<file path="src/rtl/debounce_pkg.sv">
// Shared types and default constants for the debounce bank.
package debounce_pkg;
  typedef enum logic {STABLE = 1'b0, WAIT = 1'b1} ch_state_t;

  localparam int DEF_TICK_M       = 1_000_000;
  localparam int DEF_STABLE_TICKS = 3;
endpackage

</file>
<file path="src/rtl/db_tick_gen.sv">
// Free-running mod-M counter; tick pulses for one cycle at count M-1.
module db_tick_gen #(
  parameter int M = 10
) (
  input  logic clk,
  input  logic reset,
  output logic tick
);
  localparam int            W    = (M > 1) ? $clog2(M) : 1;
  localparam logic [W-1:0]  LAST = W'(M - 1);

  logic [W-1:0] cnt_q, cnt_d;

  // next count: wrap to 0 after M-1
  always_comb begin
    cnt_d = (cnt_q == LAST) ? '0 : cnt_q + W'(1);
  end

  // count register
  always_ff @(posedge clk) begin
    if (reset) cnt_q <= '0;
    else       cnt_q <= cnt_d;
  end

  assign tick = (cnt_q == LAST);
endmodule

</file>
<file path="src/rtl/debounce_bank_ctrl.sv">
// Bank of tick-based switch debouncers with a round-robin edge-event queue.
module debounce_bank_ctrl
  import debounce_pkg::*;
#(
  parameter int N_CH         = 4,
  parameter int TICK_M       = DEF_TICK_M,
  parameter int STABLE_TICKS = DEF_STABLE_TICKS
) (
  input  logic                      clk,
  input  logic                      reset,
  input  logic [N_CH-1:0]           sw,
  output logic [N_CH-1:0]           db,
  output logic                      evt_valid,
  output logic [$clog2(N_CH)-1:0]   evt_ch,
  output logic                      evt_rise,
  input  logic                      evt_ack,
  output logic                      overrun
);
  localparam int                CH_W     = $clog2(N_CH);
  localparam int                CNT_W    = $clog2(STABLE_TICKS + 1);
  localparam logic [CNT_W-1:0]  CNT_LAST = CNT_W'(STABLE_TICKS - 1);
  localparam logic [CH_W-1:0]   CH_LAST  = CH_W'(N_CH - 1);

  logic              tick;
  logic [N_CH-1:0]   sync1_q, sw_s_q;
  logic [N_CH-1:0]   db_q, db_nxt, accept;
  logic [N_CH-1:0]   pending_q, pending_d, dir_q, dir_d, clr;
  logic              evt_valid_q, evt_valid_d, evt_rise_q, evt_rise_d;
  logic              overrun_q, overrun_d, found;
  logic [CH_W-1:0]   evt_ch_q, evt_ch_d, rr_q, rr_d, gnt_ch, cand;

  db_tick_gen #(.M(TICK_M)) u_tick (.clk(clk), .reset(reset), .tick(tick));

  // two-flop synchronizer on the raw switch levels
  always_ff @(posedge clk) begin
    if (reset) begin
      sync1_q <= '0;
      sw_s_q  <= '0;
    end else begin
      sync1_q <= sw;
      sw_s_q  <= sync1_q;
    end
  end

  for (genvar c = 0; c < N_CH; c++) begin : g_ch
    ch_state_t        state_q, state_d;
    logic [CNT_W-1:0] cnt_q, cnt_d;
    logic             db_bit_q, db_d, acc;

    // per-channel debounce FSM: a changed level must survive STABLE_TICKS ticks
    always_comb begin
      state_d = state_q;
      cnt_d   = cnt_q;
      db_d    = db_bit_q;
      acc     = 1'b0;
      case (state_q)
        STABLE: if (sw_s_q[c] != db_bit_q) begin
          state_d = WAIT;
          cnt_d   = '0;
        end
        WAIT: if (sw_s_q[c] == db_bit_q) begin
          state_d = STABLE;
          cnt_d   = '0;
        end else if (tick) begin
          if (cnt_q == CNT_LAST) begin
            state_d = STABLE;
            cnt_d   = '0;
            db_d    = ~db_bit_q;
            acc     = 1'b1;
          end else begin
            cnt_d = cnt_q + CNT_W'(1);
          end
        end
        default: state_d = STABLE;
      endcase
    end

    // per-channel state registers
    always_ff @(posedge clk) begin
      if (reset) begin
        state_q  <= STABLE;
        cnt_q    <= '0;
        db_bit_q <= 1'b0;
      end else begin
        state_q  <= state_d;
        cnt_q    <= cnt_d;
        db_bit_q <= db_d;
      end
    end

    assign db_q[c]   = db_bit_q;
    assign db_nxt[c] = db_d;
    assign accept[c] = acc;
  end

  // round-robin pick of the first pending channel at or above rr_q
  always_comb begin
    found  = 1'b0;
    gnt_ch = '0;
    cand   = '0;
    for (int i = 0; i < N_CH; i++) begin
      cand = CH_W'((int'(rr_q) + i) % N_CH);
      if (!found && pending_q[cand]) begin
        found  = 1'b1;
        gnt_ch = cand;
      end
    end
  end

  // event handshake, pending/dir bookkeeping; a fresh acceptance beats a grant clear
  always_comb begin
    evt_valid_d = evt_valid_q;
    evt_ch_d    = evt_ch_q;
    evt_rise_d  = evt_rise_q;
    rr_d        = rr_q;
    clr         = '0;
    if (!evt_valid_q) begin
      if (found) begin
        evt_valid_d  = 1'b1;
        evt_ch_d     = gnt_ch;
        evt_rise_d   = dir_q[gnt_ch];
        clr[gnt_ch]  = 1'b1;
      end
    end else if (evt_ack) begin
      evt_valid_d = 1'b0;
      rr_d        = (evt_ch_q == CH_LAST) ? '0 : evt_ch_q + CH_W'(1);
    end
    pending_d = (pending_q & ~clr) | accept;
    dir_d     = (dir_q & ~accept) | (db_nxt & accept);
    // an event still waiting (not being granted right now) gets overwritten
    overrun_d = overrun_q | (|(accept & pending_q & ~clr));
  end

  // arbiter and event registers
  always_ff @(posedge clk) begin
    if (reset) begin
      pending_q   <= '0;
      dir_q       <= '0;
      rr_q        <= '0;
      evt_valid_q <= 1'b0;
      evt_ch_q    <= '0;
      evt_rise_q  <= 1'b0;
      overrun_q   <= 1'b0;
    end else begin
      pending_q   <= pending_d;
      dir_q       <= dir_d;
      rr_q        <= rr_d;
      evt_valid_q <= evt_valid_d;
      evt_ch_q    <= evt_ch_d;
      evt_rise_q  <= evt_rise_d;
      overrun_q   <= overrun_d;
    end
  end

  assign db        = db_q;
  assign evt_valid = evt_valid_q;
  assign evt_ch    = evt_ch_q;
  assign evt_rise  = evt_rise_q;
  assign overrun   = overrun_q;
endmodule

</file>
<file path="config.mk">
export PLATFORM = sky130hd
export DESIGN_NAME = debounce_bank_ctrl
export DESIGN_NICKNAME = d
export VERILOG_FILES = /design/src/rtl/debounce_pkg.sv /design/src/rtl/db_tick_gen.sv /design/src/rtl/debounce_bank_ctrl.sv
export SDC_FILE = /design/constraint.sdc
export NUM_CORES = 1
export LEC_CHECK = 0
export CAP_MARGIN = 20
export CELL_PAD_IN_SITES_DETAIL_PLACEMENT = 0
export CELL_PAD_IN_SITES_GLOBAL_PLACEMENT = 2
export CORE_AREA = 2 2 85 95
export DETAILED_ROUTE_END_ITERATION = 12
export DIE_AREA = 0 0 87 97
export PLACE_DENSITY = 0.73
export SETUP_SLACK_MARGIN = 0.05
export SKIP_LAST_GASP = 1
export SLEW_MARGIN = 20
export SYNTH_ARGS = -nofsm -noshare
export SYNTH_HDL_FRONTEND = slang
export SYNTH_SLANG_ARGS = --single-unit
</file>
<file path="constraint.sdc">
create_clock -name clk -period 2.18 [get_ports clk]
set_input_delay 0.545 -clock clk [delete_from_list [all_inputs] [get_ports clk]]
set_output_delay 0.545 -clock clk [all_outputs]
set_load 0.005 [all_outputs]
</file>
-- Word-level counts from Yosys, hierarchy flattened
Cells that the tools add are included.
- bitwise operators: 19
- reduce and logical (&&, ||, !) cells: 15
- multiplexer cells: 98
- equality and inequality tests: 22
- order comparisons: 6
- add/sub/neg operators: 9
- operators by type and width (cell ; count):
    1-bit 2-to-1 mux ; 61
    2-bit 2-to-1 mux ; 21
    20-bit by 1-bit adder with 20-bit output, second input constant ; 1
    4-bit AND ; 5
    20-bit == test, second input constant ; 1
    2-bit one-hot mux with 2 select lines ; 4
    2-bit by 3-bit less-than comparator with 1-bit output, second input constant ; 5
    2-bit by 1-bit adder with 2-bit output, second input constant ; 6
    3-bit by 2-bit inequality test with 1-bit output, second input constant ; 4
    2-bit AND reduction ; 6
    1-bit binary-select mux with 2-bit select ; 5
    2-bit == test, second input constant ; 5
    1-bit NOT ; 9
    4-bit 2-to-1 mux ; 2
    2-bit inequality test, second input constant ; 4
    4-bit NOT ; 2
    4-bit bitwise OR ; 2
    1-bit one-hot mux with 2 select lines ; 4
    2-bit adder, second input constant ; 2
    1-bit == test ; 4
    1-bit logical AND ; 4
    1-bit inequality test ; 4
    4-bit OR reduction ; 1
    1-bit logical NOT ; 3
    other kinds (4) ; 4
- input port bits: 7
- word-level logic and storage cells: 191
- output and inout bits: 9
- register bits after elaboration: 59

-- Depth between registers and ports, before layout
Gate-level depths: netlist (run 1).
- word-level depth: 22
- gate-level depth with buffers: 8
- depth with buffers taken out: 7

-- By module
From an unflattened synthesis (run 1), not the netlist that was laid out.
- cell total of the unflattened synthesis: 298
- area total of the unflattened synthesis: 2632.5 sq um
- modules (own cells, without submodules) (module ; area an instance (sq um) ; sequential area each (sq um) ; cells an instance ; times used):
    debounce_bank_ctrl ; 1702.9 ; 780.7 ; 195 ; 1
    db_tick_gen ; 929.6 ; 400.4 ; 103 ; 1

-- Least setup slack after synthesis (run 1)
OpenSTA, ideal clock, no wires.
- path type: flip-flop to flip-flop
- from: reg u_tick.cnt_q[0]
- to: reg with a tool-made name
- buffers on the path: 1
- arrival: 1.675 ns
- data required time: 2.052 ns
- setup slack: 0.377 ns
- period minus slack after synthesis: 1.803 ns
- cell stages (with the launch flop): 9
- library setup time: 0.128 ns
- cell sequence: dfxtp_1 > ha_1 > nand3_1 > nor4_4 > and4_1 > buf_4 > nor2b_1 > o22ai_1 > nor2b_1
- RTL lines (element ; line ; RTL):
    start, declared ; db_tick_gen.sv:12 ; logic [W-1:0] cnt_q, cnt_d;
    start signal, assigned ; db_tick_gen.sv:22 ; else cnt_q <= cnt_d;

==> results.md, run 1 <==
Synthesis:
- By area, the combinational part of the netlist is dominated by simple AND/OR/NAND/NOR gates.
- The average instance in the mapped netlist occupies approximately 8.7 um^2.
- The fraction of the mapped netlist area in compound gates is 0.1126.
- The xor/xnor cell area share of the yosys netlist is 0.07379.
- The cell count after synthesis came out at between 200 and 300.
- For this run, the leading register cell type out of synthesis is sky130_fd_sc_hd__dfxtp_1.
- Of the total synthesized cell area, the portion taken by AND, OR, NAND and NOR gates is 0.2765.
- For this run, the register share of the synthesized area comes to 0.4523.
- In the synthesized netlist the async set-or-reset flop fraction comes to 0.
- The number of nets in the synthesized netlist is 308.
- The number of enable-type register cells in the synthesized netlist is 0.
- Synthesis inferred 59 register bits.
- The adder and majority gate portion of the synthesized area is 0.009583.
- Yosys printed 0 warnings.
- The count of unique library cells instantiated by Yosys is 47.
- The synthesized netlist occupies a cell area of 2611 um^2.
- Measured against the total synthesized area, the mux share comes to 0.03833.

Setup path:
- For this run, the slowest stage of the critical path takes 0.41 ns.
- The critical-path maximum fanout is 6.
- The type of the setup path with the least slack is reg -> reg.
- The critical path goes through or3b_4 -> nor4_4 -> and4_2 -> nor2b_1 -> o22ai_1 -> nor2b_1.
- The highest-delay cell along the critical path is sky130_fd_sc_hd__or3b_4.
- The largest delay contributor family on the critical path is simple AND/OR/NAND/NOR gates.
- The worst path required time is 2.40 ns.
- The worst endpoint data arrival time is 2.21 ns.
- The element type at the critical path start is a flip-flop.
- The cell repeated most along the worst path is sky130_fd_sc_hd__nor2b_1.
- Counting both buffers and inverters, the worst setup path holds a total of 0.
- The worst setup path is captured at a flip-flop.

Placement:
- The standard cell area after detailed placement is 2843 um^2.
- Once detailed placement completed, the half-perimeter wirelength came to 3.756 mm.
- The routability congestion estimate from global placement is 0.6938.
- The count of buffers inserted at the top-level ports is 15.
- Timing analysis after detailed placement gives a worst setup slack of between 0.15 and 0.2 ns.

CTS:
- The number of clock sinks seen by CTS is 59.
- The number of H-tree levels is 3.
- The clock insertion delay at the later pin of the skew report is 0.33 ns.
- The number of hold buffers added after CTS is 0.
- The maximum root-to-sink buffer count is 2.
- The tree is rooted in a sky130_fd_sc_hd__clkbuf_8.
- Clock-pin slew was measured on the worst setup and hold paths at 0.07 ns.
- The clock tree from TritonCTS is built.
- The number of buffers inserted by post-CTS setup repair is 0.
- TritonCTS created 9 clock buffers.

Timing:
- The number of max-slew violations in the final report came to 0.
- Based on the critical path, the design can be clocked at up to 0.5046 GHz.
- Clock skew on the completed layout was measured at 0.006181 ns.
- Hold is met by 0.4374 ns.
- The time the worst path needs with I/O delays and setup is 1.982 ns.
- The aggregate negative setup slack is 0 ns.
- The final hold violation count is 0.
- The actual transition at the worst max-transition pin is 0.4941 ns.
- The setup-violating endpoint count in the final report is 0.
- In the finished design, the share of the clock period the worst path needs comes to 0.9091.
- Setup repair after global routing could not meet its margin everywhere.
- Headroom to the max-slew limit came out at 0.6706.
- Once routing completed, OpenROAD measured the worst setup slack at about 0.2 ns.

Routing:
- For this block, the via count after detailed routing is approximately 2.0k.
- After detailed routing, the number of vias per cell comes to about 4.8.
- For this block, the initial DRC count from the detailed router was ~110.
- The count of nets left with antenna violations once routing finished came out at 0.
- For this run, design rule violations remaining after detail routing come to 0.
- The post-detailed-route wirelength per cell is 12.88 um.
- The aggregate routed wire length is 5.268 mm.
- The first-pass iteration count of the detailed router is 4.

Cells and area:
- The summed area of non-filler cells in the final layout is 3037 um^2.
- The fraction of final layout cells sized beyond drive strength 1 is 0.09627.
- Compared with the post-synthesis result, the final layout area differs by 16.29%.
- 0 antenna diodes ended up in the layout.
- The net count of the finished layout is 326.

Global routing:
- The pin count of the biggest net entering global routing is 23.
- The number of antenna violations at the first check in global routing is 0.
- Summed over all layers, the global routing overflow is 0.
- The via count of the first global-routing pass is 2034.
- The first global-routing pass estimated 9.411 mm of wire.
- The overall fraction of global-route tracks in use is 0.1411.

Floorplan:
- For this configuration, the core starts out at a cell density of 0.3533.
- The die is 97 um tall.
- The area of the die is 8439 um^2.
- The area of the core is 7391 um^2.
- The number of core rows is 33.
- The die is 87 um wide.
- The count of pins on the block boundary is 16.

Hold path:
- The path class of the lowest-slack min-delay path is reg -> reg.

Power:
- VDD sags by at most 0.3083 mV.
- The analysis attributes to cell leakage a power of roughly 1.1 nW.
- The power density over the cells is 704.2 nW/um^2.
- Summing internal, switching and leakage power gives 2.138 mW.

Flow run:
- Across the run, the number of max-cap violations was 0.

Run status:
- The flow ran to the end, and the final reports show no timing, DRC or antenna violations.
-- repair_timing --
action,CTS,global route
endpoints found under the setup margin,0,19
gates resized for setup,0,2
hold endpoints to repair,0,0
-- sequential cells by signal, summed over array words and instances (netlist names), named ones only --
name           flops
evt_rise           1
u_tick.cnt_q      20
g_ch.db_bit_q      4
rr_q               2
sw_s_q             4
g_ch.state_q       4
sync1_q            4
g_ch.cnt_q         8
pending_q          4
evt_ch             2
evt_valid          1
overrun            1
-- where the power goes --
group | total, mW | switching, mW | internal, mW | leakage, nW
logic | 0.0777 | 0.0386 | 0.0391 | 0.499
registers | 1.11 | 0.0136 | 1.10 | 0.478
clock network | 0.950 | 0.413 | 0.537 | 0.0997
-- synthesized netlist by cell type (all sizes together), types with 3 or more instances --
master / instances / area (um^2)
a21oi: 16 / 80.08
a22oi: 5 / 37.54
a31oi: 3 / 18.77
and3: 7 / 50.05
buf: 10 / 62.56
dfxtp: 59 / 1181
inv: 7 / 26.28
mux2i: 10 / 100.1
nand2: 24 / 95.09
nand2b: 10 / 62.56
nand3: 7 / 40.04
nor2: 51 / 191.4
nor2b: 12 / 75.07
nor3: 11 / 55.05
nor4: 3 / 33.78
o21ai: 8 / 40.04
o31ai: 4 / 30.03
or2: 5 / 31.28
xnor2: 12 / 105.1
xor2: 10 / 87.58
-- through the flow --
step / std cells / utilization
2_1_floorplan: 299 / -
3_3_place_gp: 393 / 0.3846
3_5_place_dp: 393 / 0.3846
4_1_cts: 409 / 0.4105
5_1_grt: 409 / 0.4109
6_report: 409 / 0.4109
-- cells by family after synthesis --
group                    count (synthesis)
AO/OA/AOI/OAI                           47
XOR/XNOR                                22
adder cells (fa/ha/maj)                  2
buffers and inverters                   19
flip-flops                              59
multiplexers                            10
AND/OR/NAND/NOR                        140
-- worst register-to-register path, delay by kind of cell, from the launching register on --
| kind | cells | cell delay [ns] |
|---|---|---|
| compound gates | 1 | 0.08 |
| flops | 1 | 0.39 |
| simple gates | 5 | 1.42 |
-- final timing paths --
kind / start / end / slack [ns] / cells after the start
worst max-delay path: u_tick.cnt_q[14] / flip-flop / 0.20 / 6
worst min register to register: sync1_q[3] / sw_s_q[3] / 0.44 / 1
worst max register to register: u_tick.cnt_q[14] / flip-flop / 0.20 / 6
worst min-delay path: sync1_q[3] / sw_s_q[3] / 0.44 / 1
-- area by class of cell --
type                    instances  area, um^2
inverters                       7       26.28
multi-input cells             221        1336
flip-flops and latches         59        1181
well taps                      87       108.9
clock inverters                 1       5.005
clock buffers                  15       186.4
fillers                       753        4354
repair buffers                 19       192.7
-- metal layers --
metal	part of all wire	up-vias	wire, um	track usage
li1	-	1053	-	-
met1	0.49	913	2599	0.1792
met2	0.47	10	2491	0.2231
met3	0.019	6	100	0.04096
met4	0.014	0	76	0.05409
met5	0	-	0	0
-- cells in the final DEF (no fill, tap or decap), types with 3 or more instances in the layout --
cell | synthesis | routed
sky130_fd_sc_hd__dfxtp_1 | 59 | 59
sky130_fd_sc_hd__nor2_1 | 51 | 51
sky130_fd_sc_hd__nand3_1 | 6 | 6
sky130_fd_sc_hd__mux2i_1 | 10 | 10
sky130_fd_sc_hd__clkdlybuf4s50_1 | 0 | 15
sky130_fd_sc_hd__inv_1 | 7 | 7
sky130_fd_sc_hd__a21oi_1 | 16 | 16
sky130_fd_sc_hd__or2_2 | 3 | 3
sky130_fd_sc_hd__a31oi_1 | 3 | 3
sky130_fd_sc_hd__a22oi_1 | 5 | 5
sky130_fd_sc_hd__xor2_1 | 10 | 10
sky130_fd_sc_hd__o21ai_0 | 8 | 8
sky130_fd_sc_hd__nor3_1 | 11 | 11
sky130_fd_sc_hd__clkbuf_8 | 0 | 13
sky130_fd_sc_hd__nor2b_1 | 12 | 12
sky130_fd_sc_hd__nand2_1 | 22 | 22
sky130_fd_sc_hd__nand2b_1 | 10 | 10
sky130_fd_sc_hd__xnor2_1 | 12 | 12
sky130_fd_sc_hd__o31ai_1 | 4 | 4
sky130_fd_sc_hd__buf_4 | 6 | 3
sky130_fd_sc_hd__and3_1 | 5 | 5
(Power assumes the default switching activity.)
==> run 2, diff against run 1 <==
- CAP_MARGIN: 20 -> not set
==> results of run 2 <==
Same layout as run 1: the final DEF is identical, and so are final timing and power.
==> run 3, diff against run 2 <==
- GPL_TIMING_DRIVEN: not set -> 1
==> results of run 3 <==
Same layout as run 1: the final DEF is identical, and so are final timing and power.
==> RTL change: new RTL, config.mk and constraints of run 3 <==
Register the input `sw` before use, cleared by the reset. The logic sees it one clock later. The other inputs are not delayed to match.
--- a/src/rtl/debounce_bank_ctrl.sv
+++ b/src/rtl/debounce_bank_ctrl.sv
@@ -22,4 +22,14 @@
   localparam logic [CH_W-1:0]   CH_LAST  = CH_W'(N_CH - 1);
 
+  logic [N_CH-1:0] sw_q;
+
+  always_ff @(posedge clk) begin
+    if (reset) begin
+      sw_q <= '0;
+    end else begin
+      sw_q <= sw;
+    end
+  end
+
   logic              tick;
   logic [N_CH-1:0]   sync1_q, sw_s_q;
@@ -38,5 +48,5 @@
       sw_s_q  <= '0;
     end else begin
-      sync1_q <= sw;
+      sync1_q <= sw_q;
       sw_s_q  <= sync1_q;
     end
Formal check against the unedited RTL: same outputs for any inputs over 4 cycles, from zero or initial values and one cycle with reset high; that may be too few to reach the edited logic, so the function may still have changed.
==> RTL change against run 3 <==
- design area up 7.3%
- synthesized cell count grew 7.0%
- setup slack got worse by 0.0073 ns
- routed wire length up 8.5%
- sequential cell count grew 4
- global-route usage up 0.41 points
- largest power group unchanged
- maximum frequency is 0.37% lower
- power is 14% higher
- synthesized area is 6.1% higher
==> RTL change: results (changes against run 3) <==
* Status: complete, no violations
* H-tree levels at 3 (unchanged)
* Clock root cell: clkbuf_8
* Reg-to-reg setup timing slack at 0.22 ns (+0.02 ns)
* Slowest stage delay, CP at 0.57 ns (+0.16 ns)
* Share of layout cells above drive strength 1 at 0.1195 (+0.02326)
* Slew headroom at 0.4802 (-0.1904)
* Synth Net Count at 329 (+6.8%)
* GRT Util Overall at 0.1453 (+0.004149)
* Worst path slowest cell: clkdlybuf4s50_1
* Leak at 1.131 nW (+5.0%)
* Power in the clock group at 1.18 mW (+24%)
* Hold EP: sync1_q[2]
* Detailed Routing Iterations Pass 1 at 6 (+2)
* FF-to-FF End: overrun
* CP top delay family: buffers and inverters
* Worst Skew at 0.01230 ns (+0.006116 ns)
* Setup crit start: evt_valid
* Mux contribution to synthesized area at 0.02168 (-0.01665)
* Setup Fix Bufs, Post-CTS at 0 (unchanged)
* Most used flip-flop cell after synthesis: dfxtp_1
* Worst reg2reg path depth at 7 (+1)
* First-pass GRT wire length at 9.694 mm (+3.0%)
* Clk Latency, worst-skew pair at 0.34 ns
* Post-synthesis compound-gate area fraction at 0.1242 (+0.01161)
* WHS Path Cells at 1 (unchanged)
* IO Port Bufs at 15 (unchanged)
* XOR/XNOR Fraction of Synth Area at 0.07272 (-0.001071)
* DR iter-0 viols at 97 (-10%)
* Main area contributors after synthesis: dfxtp_1 (46%), xor2_1 (5.7%), nor2_1 (5.6%)
* Synth Area in Adders at 0.009033 (-0.0005497)
* Sequential area share after synthesis at 0.4553 (+0.002961)
* Vias in the first global route at 2,084 (+2.5%)
* Synth cell types at 43 (-8.5%)
* N_diodes at 0 (unchanged)
* GPL Wtd Cong at 0.7486 (+7.9%)
* Largest net degree at the start of global routing at 27 (+17%)
* Worst hold start: sw_q[2]
* Async S/R FF share, synth at 0 (unchanged)
* Comb group at 0.0803 mW (+3.3%)
* Power Internal at 1.893 mW (+13%)
* WP data arrival at 1.44 ns (-0.77 ns)
* Critical Path End: evt_valid
* Yosys warns at 0 (unchanged)
* Fillers at 735 (-2.4%)
* Most frequent cells after synthesis: dfxtp_1 (63), nor2_1 (41), nand2_1 (26)
* PD cells at 750.7 nW/um^2 (+6.6%)
* DPL Wire Length at 4.011 mm (+6.8%)
* Max Fanout on Critical Path at 10 (+4)
* Num CTS Buffers at 9 (unchanged)
* Max clock buf depth at 2 (unchanged)
* Max IR drop VDD at 0.4857 mV (+58%)
* Final nets at 347 (+6.4%)
* FF-to-FF Start: u_tick.cnt_q[12]
* Largest registers: u_tick.cnt_q (20), g_ch.cnt_q (8)
* Hold Crit Class: flip-flop to flip-flop
* Drt wl/cell at 13.30 um (+3.2%)
* Via density at 5.035 (+3.9%)
-- RTL change: cell count changes after synthesis, sizes merged, moves of 4 or more --
cell	delta
clkbuf	+7
dfxtp	+4
nand3	+10
nand2b	-4
mux2i	-4
o21ai	+6
xor2	+8
xnor2	-7
nor2	-8
-- RTL change: worst register-to-register path, stage by stage (launching register included) --
cell and delay, ns:
dfxtp_1 0.33, or4_4 0.53, nor2_2 0.14, nand3_2 0.21, nor3_2 0.23, buf_4 0.18, a32oi_1 0.10, a31oi_1 0.18
-- RTL change: routing by layer --
layer  GRT usage  part of all wire  vias to the layer above
li1            -                 -                     1140
met1      0.1845              0.48                      994
met2      0.2349              0.48                       22
met3     0.03072             0.024                        9
met4     0.06130             0.017                        0
met5           0                 0                        -
-- RTL change: what timing repair did --
action                     in CTS  in global routing
setup endpoints to repair       0                  2
hold buffers                    0                  0
resized for setup               0                  1
-- RTL change: through the flow --
| step | instances | hold slack [ns] | instance area (um^2) | setup WS [ns] |
|---|---|---|---|---|
| final | 430 | 0.4385 | 3257 | 0.1907 |
| after floorplan | 320 | 0.4138 | 2770 | 0.3444 |
| after global placement | 414 | 0.4180 | 3025 | 0.2341 |
| after detailed placement | 414 | 0.4204 | 3025 | 0.1840 |
| after CTS | 430 | 0.4381 | 3256 | 0.1662 |
| after global routing | 430 | 0.4637 | 3257 | 0.06250 |
-- RTL change: area by class of cell --
| class | count | share of cell area |
|---|---|---|
| clock inverter | 6 | 0.02843 |
| timing repair buffer | 24 | 0.07453 |
| tap | 87 | 0.03342 |
| multi-input combinational | 230 | 0.4226 |
| clock buffer | 10 | 0.04226 |
| sequential | 63 | 0.3872 |
| inverter | 10 | 0.01153 |
